**src/rtl/memory_arbiter.sv**
```systemverilog
// Arbitrates L1I read misses and L1D read/write traffic onto one backing-memory port.
// Define MEMORY_ARBITER_FAIRNESS_EN for alternating tie-breaks; the default is fixed L1D priority.
module memory_arbiter #(
  parameter int unsigned ADDR_WIDTH = 32,
  parameter int unsigned DATA_WIDTH = 32
) (
  input  logic                  clk_i,
  input  logic                  rst_i,
  // L1I port (read only)
  input  logic                  l1i_req_i,
  input  logic [ADDR_WIDTH-1:0] l1i_address_i,
  output logic                  l1i_ready_o,
  output logic [DATA_WIDTH-1:0] l1i_data_o,
  // L1D port
  input  logic                  l1d_req_i,
  input  logic                  l1d_write_i,
  input  logic [ADDR_WIDTH-1:0] l1d_address_i,
  input  logic [DATA_WIDTH-1:0] l1d_write_data_i,
  output logic                  l1d_ready_o,
  output logic [DATA_WIDTH-1:0] l1d_data_o,
  // Memory controller port
  output logic                  mem_valid_o,
  output logic                  mem_write_o,
  output logic [ADDR_WIDTH-1:0] mem_address_o,
  output logic [DATA_WIDTH-1:0] mem_write_data_o,
  input  logic                  mem_ack_i,
  input  logic [DATA_WIDTH-1:0] mem_read_data_i,
  // Pipeline stalls
  output logic                  stall_l1i_o,
  output logic                  stall_l1d_o
);

  typedef enum logic [2:0] {
    StIdle,
    StWaitI,
    StWaitD,
    StRespI,
    StRespD
  } state_e;

  state_e                  state_q, state_d;
  logic                    last_grant_q, last_grant_d;  // 1: L1D was granted last
  logic                    mem_write_q, mem_write_d;
  logic [ADDR_WIDTH-1:0]   mem_address_q, mem_address_d;
  logic [DATA_WIDTH-1:0]   mem_write_data_q, mem_write_data_d;
  logic [DATA_WIDTH-1:0]   l1i_data_q, l1i_data_d;
  logic [DATA_WIDTH-1:0]   l1d_data_q, l1d_data_d;

  logic any_req;
  logic tie_to_d;
  logic pick_d;
  logic cmd_load;

  assign any_req = l1i_req_i | l1d_req_i;

`ifdef MEMORY_ARBITER_FAIRNESS_EN
  assign tie_to_d = ~last_grant_q;
`else
  // last_grant is still tracked, but it can never override the fixed L1D priority
  assign tie_to_d = 1'b1 | last_grant_q;
`endif

  assign pick_d   = l1d_req_i & (~l1i_req_i | tie_to_d);
  assign cmd_load = (state_q == StIdle) & any_req;

  // State register
  always_ff @(posedge clk_i) begin
    if (rst_i) begin
      state_q <= StIdle;
    end else begin
      state_q <= state_d;
    end
  end

  // Next-state logic
  always_comb begin
    state_d = state_q;
    unique case (state_q)
      StIdle: begin
        if (any_req) begin
          state_d = pick_d ? StWaitD : StWaitI;
        end
      end
      StWaitI: begin
        if (mem_ack_i) begin
          state_d = StRespI;
        end
      end
      StWaitD: begin
        if (mem_ack_i) begin
          state_d = StRespD;
        end
      end
      StRespI, StRespD: begin
        state_d = StIdle;
      end
      default: begin
        state_d = StIdle;
      end
    endcase
  end

  // Outputs decoded from the state
  always_comb begin
    mem_valid_o = 1'b0;
    l1i_ready_o = 1'b0;
    l1d_ready_o = 1'b0;
    unique case (state_q)
      StWaitI, StWaitD: mem_valid_o = 1'b1;
      StRespI:          l1i_ready_o = 1'b1;
      StRespD:          l1d_ready_o = 1'b1;
      default:          ;
    endcase
  end

  // Command and response datapath; L1I grants leave the write-data register untouched
  always_comb begin
    last_grant_d     = last_grant_q;
    mem_write_d      = mem_write_q;
    mem_address_d    = mem_address_q;
    mem_write_data_d = mem_write_data_q;
    l1i_data_d       = l1i_data_q;
    l1d_data_d       = l1d_data_q;

    if (cmd_load) begin
      last_grant_d  = pick_d;
      mem_write_d   = pick_d & l1d_write_i;
      mem_address_d = pick_d ? l1d_address_i : l1i_address_i;
      if (pick_d) begin
        mem_write_data_d = l1d_write_data_i;
      end
    end

    if ((state_q == StWaitI) && mem_ack_i) begin
      l1i_data_d = mem_read_data_i;
    end
    if ((state_q == StWaitD) && mem_ack_i && !mem_write_q) begin
      l1d_data_d = mem_read_data_i;
    end
  end

  always_ff @(posedge clk_i) begin
    if (rst_i) begin
      last_grant_q     <= 1'b0;
      mem_write_q      <= 1'b0;
      mem_address_q    <= '0;
      mem_write_data_q <= '0;
      l1i_data_q       <= '0;
      l1d_data_q       <= '0;
    end else begin
      last_grant_q     <= last_grant_d;
      mem_write_q      <= mem_write_d;
      mem_address_q    <= mem_address_d;
      mem_write_data_q <= mem_write_data_d;
      l1i_data_q       <= l1i_data_d;
      l1d_data_q       <= l1d_data_d;
    end
  end

  assign mem_write_o      = mem_write_q;
  assign mem_address_o    = mem_address_q;
  assign mem_write_data_o = mem_write_data_q;
  assign l1i_data_o       = l1i_data_q;
  assign l1d_data_o       = l1d_data_q;

  assign stall_l1i_o = l1i_req_i & ~l1i_ready_o;
  assign stall_l1d_o = l1d_req_i & ~l1d_ready_o;

endmodule

```
**config.mk**
```make
export PLATFORM = sky130hd
export DESIGN_NAME = memory_arbiter
export DESIGN_NICKNAME = d
export VERILOG_FILES = /design/src/rtl/memory_arbiter.sv
export SDC_FILE = /design/constraint.sdc
export NUM_CORES = 1
export LEC_CHECK = 0
export ABC_AREA = 1
export BUFFER_PORTS_ARGS = -buffer_cell sky130_fd_sc_hd__buf_2
export CAP_MARGIN = 40
export CORE_AREA = 2 2 116 118
export CTS_CLUSTER_DIAMETER = 50
export DETAILED_ROUTE_END_ITERATION = 10
export DIE_AREA = 0 0 118 120
export GPL_TIMING_DRIVEN = 0
export HOLD_SLACK_MARGIN = 0.03
export PLACE_DENSITY = 0.74
export SYNTH_ARGS = -nofsm -noshare
export SYNTH_HDL_FRONTEND = slang
export SYNTH_SLANG_ARGS = --single-unit
```
**constraint.sdc**
```tcl
create_clock -name clk_i -period 1.3 [get_ports clk_i]
set_input_delay 0.195 -clock clk_i [delete_from_list [all_inputs] [get_ports clk_i]]
set_output_delay 0.195 -clock clk_i [all_outputs]
set_load 0.01 [all_outputs]
```
After elaboration in Yosys (flattened, before gate mapping)
Cells that the tools add are included.

operators by class
  $add $sub $neg = 0
  reductions and logical operators = 8
  equality and inequality tests = 7
  mux-type cells = 9
  divide/modulo/power cells = 0
  $mul = 0
  bitwise operators = 7
  shift-type cells = 0
  magnitude comparators = 0

operators by type and width
  kind                                                              count
  32-bit two-way mux                                                1
  3-bit two-way mux                                                 3
  3-bit one-hot mux with 3 select lines                             1
  3-bit by 2-bit == test with 1-bit output (second input constant)  2
  2-bit inequality test (second input constant)                     3
  1-bit AND                                                         4
  3-bit by 1-bit == test with 1-bit output (second input constant)  1
  3-bit == test (second input constant)                             1
  1-bit logical AND                                                 3
  3-bit logical NOT                                                 1
  1-bit two-way mux                                                 3
  3-bit AND reduction                                               1
  2-bit two-way mux                                                 1
  1-bit inverter                                                    2
  2-bit AND reduction                                               1
  2-bit OR reduction                                                1
  1-bit logical NOT                                                 1
  1-bit bitwise OR                                                  1

storage, ports and cells
  memories = 0
  flip-flop bits (word level) = 132
  latch bits = 0
  output and inout bits = 134
  bits in read-only memories = 0
  RAM bits = 0

Depth between registers and ports, before layout
Gate-level depths: netlist of run 1.

  word-level depth = 4
  gate-level depth with buffers = 7

Worst setup path before layout of run 1
No wires, ideal clock.

  path kind = reg-to-reg
  start = reg state_q[1]
  end = reg mem_address_q[0] (netlist: mem_address_o[0])
  library setup time = 116 ps
  arrival time = 1111 ps
  stages on the path, launching flop included = 8
  path buffers = 1
  period minus slack after synthesis = 1227 ps
  path slack = 73 ps
  required time = 1184 ps
  cells stage by stage = dfxtp_1 > nor2_2 > nand2_1 > a21oi_2 > inv_2 > buf_2 > nor2_1 > nor2_1

on the way
  word-level cells in the longest chain between the ends = 2

RTL lines
  what                      RTL line  RTL
  start: declaration        41        state_e state_q, state_d;
  start signal: assignment  69        state_q <= StIdle;
  start signal: assignment  71        state_q <= state_d;
  3-bit logical NOT         64        assign cmd_load = (state_q == StIdle) & any_req;
  1-bit AND                 64
  end signal: assignment    153       mem_address_q <= mem_address_d;
  end: declaration          44        logic [ADDR_WIDTH-1:0] mem_address_q, mem_address_d;

No other way between the ends.
A chain may end at the register's enable or synchronous reset.

Final worst setup path of run 1
  start = reg state_q[0]
  end = reg mem_write_data_q[9] (netlist: mem_write_data_o[9])

on the way
  word-level cells in the longest chain between the ends = 3

RTL lines
  what                           RTL line  RTL
  3-bit logical NOT              64
  1-bit AND                      64
  2-bit AND reduction (no line)  -
  end signal: assignment         154       mem_write_data_q <= mem_write_data_d;
  end: declaration               45        logic [DATA_WIDTH-1:0] mem_write_data_q, mem_write_data_d;

No other way between the ends.

==> impl_metrics.py, run 1 <==
metrics = {
    "floorplanning": {
        "die_area_sq_um": 14200,
        "core_area_sq_um": 13000,
        "initial_core_util": 0.390,
        "rows": 42,
        "io_pins": 268,
        "die_x_um": 118,
        "die_h_um": 120,
    },
    "global_routing": {
        "grt_pass1_wl_um": 26800,
        "antenna_found_initial": 0,
        "grtUsageTotal": 0.237,
        "grt_max_degree": 17,
        "grt_pass1_vias": 5595,
        "grt.overflow.total": 0,
    },
    "hold_path": {
        "hold_class": "input pin to flip-flop",
    },
    "setup_path": {
        "worstPathArrival_ps": 1730,
        "r2r_start": "state_q[0]",
        "reg2reg_slack_ps": -170,
        "endpoint": "mem_write_data_o[9]",
        "worstPathRequired_ps": 1550,
        "crit_slowest_cell": "dfxtp_4",
        "crit_path_frequent_cell": "buf_6",
        "rr_worst_depth": 7,
        "path_depth": 7,
        "r2r_end": "mem_write_data_o[9]",
        "cpPeakStageDelay_ps": 370,
        "crit_start": "state_q[0]",
        "cp-end-kind": "flip-flop",
        "crit_path_start_kind": "flip-flop",
        "crit_type": "flip-flop to flip-flop",
        "path_delay_family": "buffers and inverters",
        "cp_cell_sequence": "nor2_4 > buf_6 > nand3_4 > buf_6 > buf_8 > nand2_2 > a21oi_1",
        "worstPathMaxFanout": 7,
        "cp_num_buf_inv": 3,
    },
    "clocking": {
        "cts_buffers": 17,
        "root_buffer": "clkbuf_16",
        "clock_latency_ps": 410,
        "clock-sinks": 132,
        "cts.clk_slew.worst_paths_ps": 60,
        "cts-htree-levels": 4,
        "cts_tree": "done",
        "ctsLongestPathBuffers": 2,
    },
    "timing": {
        "finalHoldViolCount": 0,
        "rsz0062_at_grt": "true",
        "max_freq_mhz": 679,
        "fin_skew_ps": 8.37,
        "setup_viol": 72,
        "slew_violations": 0,
        "fin_crit_ps": 1470,
        "fin_ws_ps": -172,
        "worstMarginPinSlew_ps": 708,
        "tns_ps": -4500,
        "max_slew_margin": 0.528,
        "period_share": 1.13,
    },
    "placed_design": {
        "place_area_sq_um": 6610,
        "dp_hpwl_um": 11700,
        "finalWeightedCongestion": 0.895,
        "dp_cells": 1135,
        "io_buffers": 265,
    },
    "synthesis": {
        "synth_area_per_cell_sq_um": 7.29,
        "synthTopCellsByCount": "167 x nand2_1, 132 x dfxtp_1, 131 x nor2_1",
        "synth_edf_count": 0,
        "yosys_warnings": 0,
        "yosysTopAreaCell": "dfxtp_1",
        "yosys.cell_count.top_type": "nand2_1",
        "seq_area_frac_synth": 0.522,
        "netlist.area_leader.share": 0.522,
        "syn-num-nets": 828,
        "synth_area_sq_um": 5060,
        "synthDistinctLibCells": 19,
        "ys_ff_latch": 132,
        "synthTopCellsByArea": "dfxtp_1 52%, nand2_1 12%, nor2_1 9.7%",
        "async_reset_ff_frac": 0,
        "synth_ff_type": "dfxtp_1",
        "synthCells": 694,
    },
    "finish": {
        "fin_util": 0.678,
        "fillerInstances": 1037,
        "ff_latch_area_sq_um": 2650,
        "drive_above_1_share": 0.442,
        "multi_input_area_sq_um": 2600,
        "fin_nets": 1189,
        "area_delta_synth_final_pct": 73.9,
        "stdcell_count": 1244,
        "fin_area_sq_um": 8790,
        "n_antenna_cell": 0,
    },
    "flow_run": {
        "drv_cap": 0,
    },
    "status": {
        "failed_checks": "setup timing",
        "status": "finished with violations",
    },
    "routing": {
        "first_iter_violations": 334,
        "drc": 0,
        "ant_nets": 0,
        "avgViaCountPerCell": 4.83,
        "dr.pass1.iters": 4,
        "vias": 6005,
        "wire_per_inst_um": 15.0,
        "finalWirelength_um": 18700,
    },
    "power": {
        "power_density_nw_per_um2": 1600,
        "peakVddDrop_mv": 0.951,
        "p_leak_nw": 4.31,
    },
}
-- metal layers --
metal  vias to the layer above  share of wire  GRT usage
met5                         -              0          0
met1                      2758           0.40      0.275
met2                       258           0.50      0.404
met3                        49          0.065     0.0680
met4                         0          0.033      0.109
li1                       2940              -          -
-- flip-flops by register name (all words and copies together), names as in the netlist --
name and count:
l1d_data_o 32, l1i_data_o 32, mem_address_o 32, mem_write_data_o 32, state_q 3, mem_write_o 1
-- worst min path at each step --
stage                           to  cells after the start  slack (ps)                start
3_5_place_dp        l1i_data_o[19]                      2         430       l1i_data_o[19]
2_1_floorplan       l1d_data_o[10]                      2         330  mem_read_data_i[10]
5_1_grt             l1d_data_o[31]                      3          30  mem_read_data_i[31]
3_3_place_gp         l1i_data_o[0]                      2         430        l1i_data_o[0]
6_report            l1d_data_o[31]                      3          50  mem_read_data_i[31]
4_1_cts        mem_write_data_o[0]                      3          30  l1d_write_data_i[0]
-- per-stage QoR --
step / setup WS [ps] / power, mW / hold WS [ps]
floorplan: 72.8 / 6.61 / 330
global placement: -248 / 7.82 / 428
detailed placement: -253 / 7.86 / 432
CTS: -149 / 12.9 / 30.1
global route: -207 / 14.8 / 32.6
finish: -172 / 14.1 / 50.2
-- worst reg2reg max path, stage by stage, from the launching register on --
cell	delay, ps
dfxtp_4	370
nor2_4	150
buf_6	120
nand3_4	170
buf_6	220
buf_8	140
nand2_2	70
a21oi_1	90
-- cells in the final DEF, fill, tap and decap left out, drive strengths merged --
cell type / instances
dfxtp: 132
bufinv: 2
clkinvlp: 1
o211ai: 1
a21oi: 68
nand4: 2
nand3: 6
nor2: 132
dlygate4sd3: 51
buf: 310
clkbuf: 44
nor3: 4
inv: 43
clkinv: 9
o21ai: 96
nand2: 167
-- area by class of cell --
class / count / area share
Clock inverter: 12 / 0.0149
Tap cell: 176 / 0.0250
Multi-Input combinational cell: 476 / 0.296
Timing Repair inverter: 1 / 0.000711
Timing Repair Buffer: 340 / 0.246
Buffer: 45 / 0.0424
Inverter: 42 / 0.0211
Sequential cell: 132 / 0.302
Clock buffer: 20 / 0.0519
-- report_power, final --
| part | leakage, nW | switching [mW] | internal, mW |
|---|---|---|---|
| clock | 0.290 | 1.78 | 2.92 |
| sequential | 1.08 | 0.383 | 4.67 |
| combinational | 2.94 | 2.35 | 1.97 |
| total | 4.31 | 4.51 | 9.56 |
-- logic make-up after synthesis --
family | Yosys count | synth area share
AND/OR/NAND/NOR | 310 | 0.239
buffers and inverters | 87 | 0.0742
AO/OA/AOI/OAI | 165 | 0.164
flip-flops | 132 | 0.522
-- repair_timing --
action,CTS,global route
cloned,0,12
pin swaps,2,36
hold endpoints to repair,51,0
setup endpoints to repair,127,126
gates resized for setup,30,237
hold buffers,51,0
setup buffers,6,8
Note: power is estimated with default switching activity, not from simulation.
==> run 2: changes to the inputs <==
--- a/config.mk
+++ b/config.mk
@@ -8,13 +8,14 @@
 export ABC_AREA = 1
 export BUFFER_PORTS_ARGS = -buffer_cell sky130_fd_sc_hd__buf_2
 export CAP_MARGIN = 40
-export CORE_AREA = 2 2 116 118
+export CORE_AREA = 2 2 113 115
+export CTS_BUF_LIST = sky130_fd_sc_hd__clkbuf_8
 export CTS_CLUSTER_DIAMETER = 50
 export DETAILED_ROUTE_END_ITERATION = 10
-export DIE_AREA = 0 0 118 120
+export DIE_AREA = 0 0 115 117
 export GPL_TIMING_DRIVEN = 0
 export HOLD_SLACK_MARGIN = 0.03
-export PLACE_DENSITY = 0.74
+export PLACE_DENSITY = 0.78
 export SYNTH_ARGS = -nofsm -noshare
 export SYNTH_HDL_FRONTEND = slang
 export SYNTH_SLANG_ARGS = --single-unit
==> run 2 against run 1 <==
  * The run still ends with setup timing left
  * Cell area shrank 4.1%
  * Maximum frequency shrank 3.9%
  * Via count grew 1.6%
  * Total power shrank 12%
  * First-iteration DRC count grew 41%
  * Sequential cell count is the same
==> impl_metrics.py, run 2 (synthesis gave the netlist of run 1 again) <==
metrics = {
    "timing": {
        "rsz0062_at_grt": "true",
        "finalHoldViolCount": 0,
        "worstMarginPinSlew_ps": 705,
        "setup_viol": 111,
        "slew_violations": 0,
        "fin_ws_ps": -232,
        "fin_skew_ps": 7.11,
        "max_slew_margin": 0.530,
        "period_share": 1.18,
        "max_freq_mhz": 653,
        "fin_crit_ps": 1530,
    },
    "global_routing": {
        "grt.overflow.total": 0,
        "met1_usage": 0.294,
        "grtUsageTotal": 0.257,
        "antenna_found_initial": 0,
        "grt_max_degree": 17,
        "grt_use_met2": 0.447,
        "grt_pass1_wl_um": 27100,
        "met3_usage": 0.0762,
        "grt_pass1_vias": 5726,
        "busiest_layer": "met2",
    },
    "finish": {
        "fillerInstances": 979,
        "area_delta_synth_final_pct": 66.7,
        "fin_area_sq_um": 8430,
        "layout_commonest_cell": "buf_2",
        "multi_input_area_sq_um": 2390,
        "drive_above_1_share": 0.415,
        "ff_latch_area_sq_um": 2660,
        "n_antenna_cell": 0,
        "fin_nets": 1207,
        "layout_common_cells": "272 x buf_2, 160 x nand2_1, 128 x dfxtp_1, 83 x nor2_1, 75 x o21ai_0",
    },
    "setup_path": {
        "worstPathArrival_ps": 1830,
        "cp-end-kind": "flip-flop",
        "worstPathRequired_ps": 1600,
        "crit_path_start_kind": "flip-flop",
        "worstPathMaxFanout": 10,
        "crit_type": "flip-flop to flip-flop",
    },
    "routing": {
        "dr.pass1.iters": 6,
        "first_iter_violations": 470,
        "wire_per_inst_um": 14.9,
        "ant_nets": 0,
        "finalWirelength_um": 18400,
        "vias": 6100,
        "avgViaCountPerCell": 4.94,
        "drc": 0,
    },
    "placed_design": {
        "place_area_sq_um": 6570,
        "finalWeightedCongestion": 0.912,
        "io_buffers": 265,
        "dp_hpwl_um": 11400,
    },
    "clocking": {
        "root_buffer": "clkbuf_8",
        "ctsLongestPathBuffers": 2,
        "cts_buffers": 17,
        "clock-sinks": 132,
        "cts-htree-levels": 4,
        "clock_latency_ps": 440,
        "cts_tree": "done",
        "cts.clk_slew.worst_paths_ps": 70,
    },
    "floorplanning": {
        "die_h_um": 117,
        "rows": 41,
        "core_area_sq_um": 12300,
        "initial_core_util": 0.411,
        "die_area_sq_um": 13500,
        "io_pins": 268,
        "die_x_um": 115,
    },
    "power": {
        "p_leak_nw": 4.16,
        "total_power_mw": 12.4,
        "power_density_nw_per_um2": 1470,
        "peakVddDrop_mv": 0.900,
    },
    "status": {
        "failed_checks": "setup timing",
        "status": "finished with violations",
    },
    "flow_run": {
        "drv_cap": 0,
    },
    "hold_path": {
        "hold_class": "input pin to flip-flop",
    },
}
run 2: through the flow:
stage           util  instances  worst slack [ps]  hold slack [ps]  TNS (ps)
2_1_floorplan      -        694              72.8              330         0
3_3_place_gp   0.534       1109              -226              429    -11080
3_5_place_dp   0.534       1109              -297              433    -14750
4_1_cts        0.648       1222              -209             44.7    -10040
5_1_grt        0.685       1236              -276             48.1    -24260
6_report       0.685       1236              -232             43.6    -13750
run 2: area by class of cell:
class                      count  share of cell area
inverter                      42              0.0217
clock buffer                  17              0.0277
timing repair buffer         360               0.274
tap                          150              0.0223
multi-input combinational    475               0.284
clock inverter                15              0.0122
sequential                   132               0.315
timing repair inverter         1            0.000742
buffer                        44              0.0427
run 2: path summary, 6_finish.rpt:
check                      start              endpoint  slack (ps)  depth (start not counted)
setup / recovery      state_q[1]  mem_write_data_o[27]        -230                          8
hold / removal       l1d_write_i           mem_write_o          40                          3
setup reg to reg      state_q[1]  mem_write_data_o[27]        -230                          8
hold reg to reg   l1i_data_o[16]        l1i_data_o[16]         440                          2
run 2: critical path, cell delays in order (launching register included):
cell	delay (ps)
dfxtp_4	380
buf_6	120
nor2_4	120
buf_4	130
nand3_4	140
buf_6	170
clkbuf_16	150
nand2_2	90
a21oi_2	80
run 2: metal layers:
| layer | share of wire | up-vias | wire (um) |
|---|---|---|---|
| li1 | - | 2971 | - |
| met4 | 0.027 | 0 | 495 |
| met2 | 0.51 | 250 | 9380 |
| met5 | 0 | - | 0 |
| met3 | 0.068 | 47 | 1250 |
| met1 | 0.40 | 2832 | 7310 |
run 2: where the power goes:
| part | switching, mW | total (mW) | internal [mW] |
|---|---|---|---|
| Sequential | 0.370 | 5.03 | 4.66 |
| Clock | 1.58 | 3.03 | 1.45 |
| Combinational | 2.30 | 4.34 | 2.04 |
run 2: repair_timing:
action / 4_1_cts / 5_1_grt
endpoints found under the setup margin: 127 / 133
gates cloned: 8 / 1
pin swaps: 5 / 28
resized for setup: 105 / 106
hold endpoints to repair: 68 / 0
hold buffers: 64 / 0
setup buffers: 10 / 14
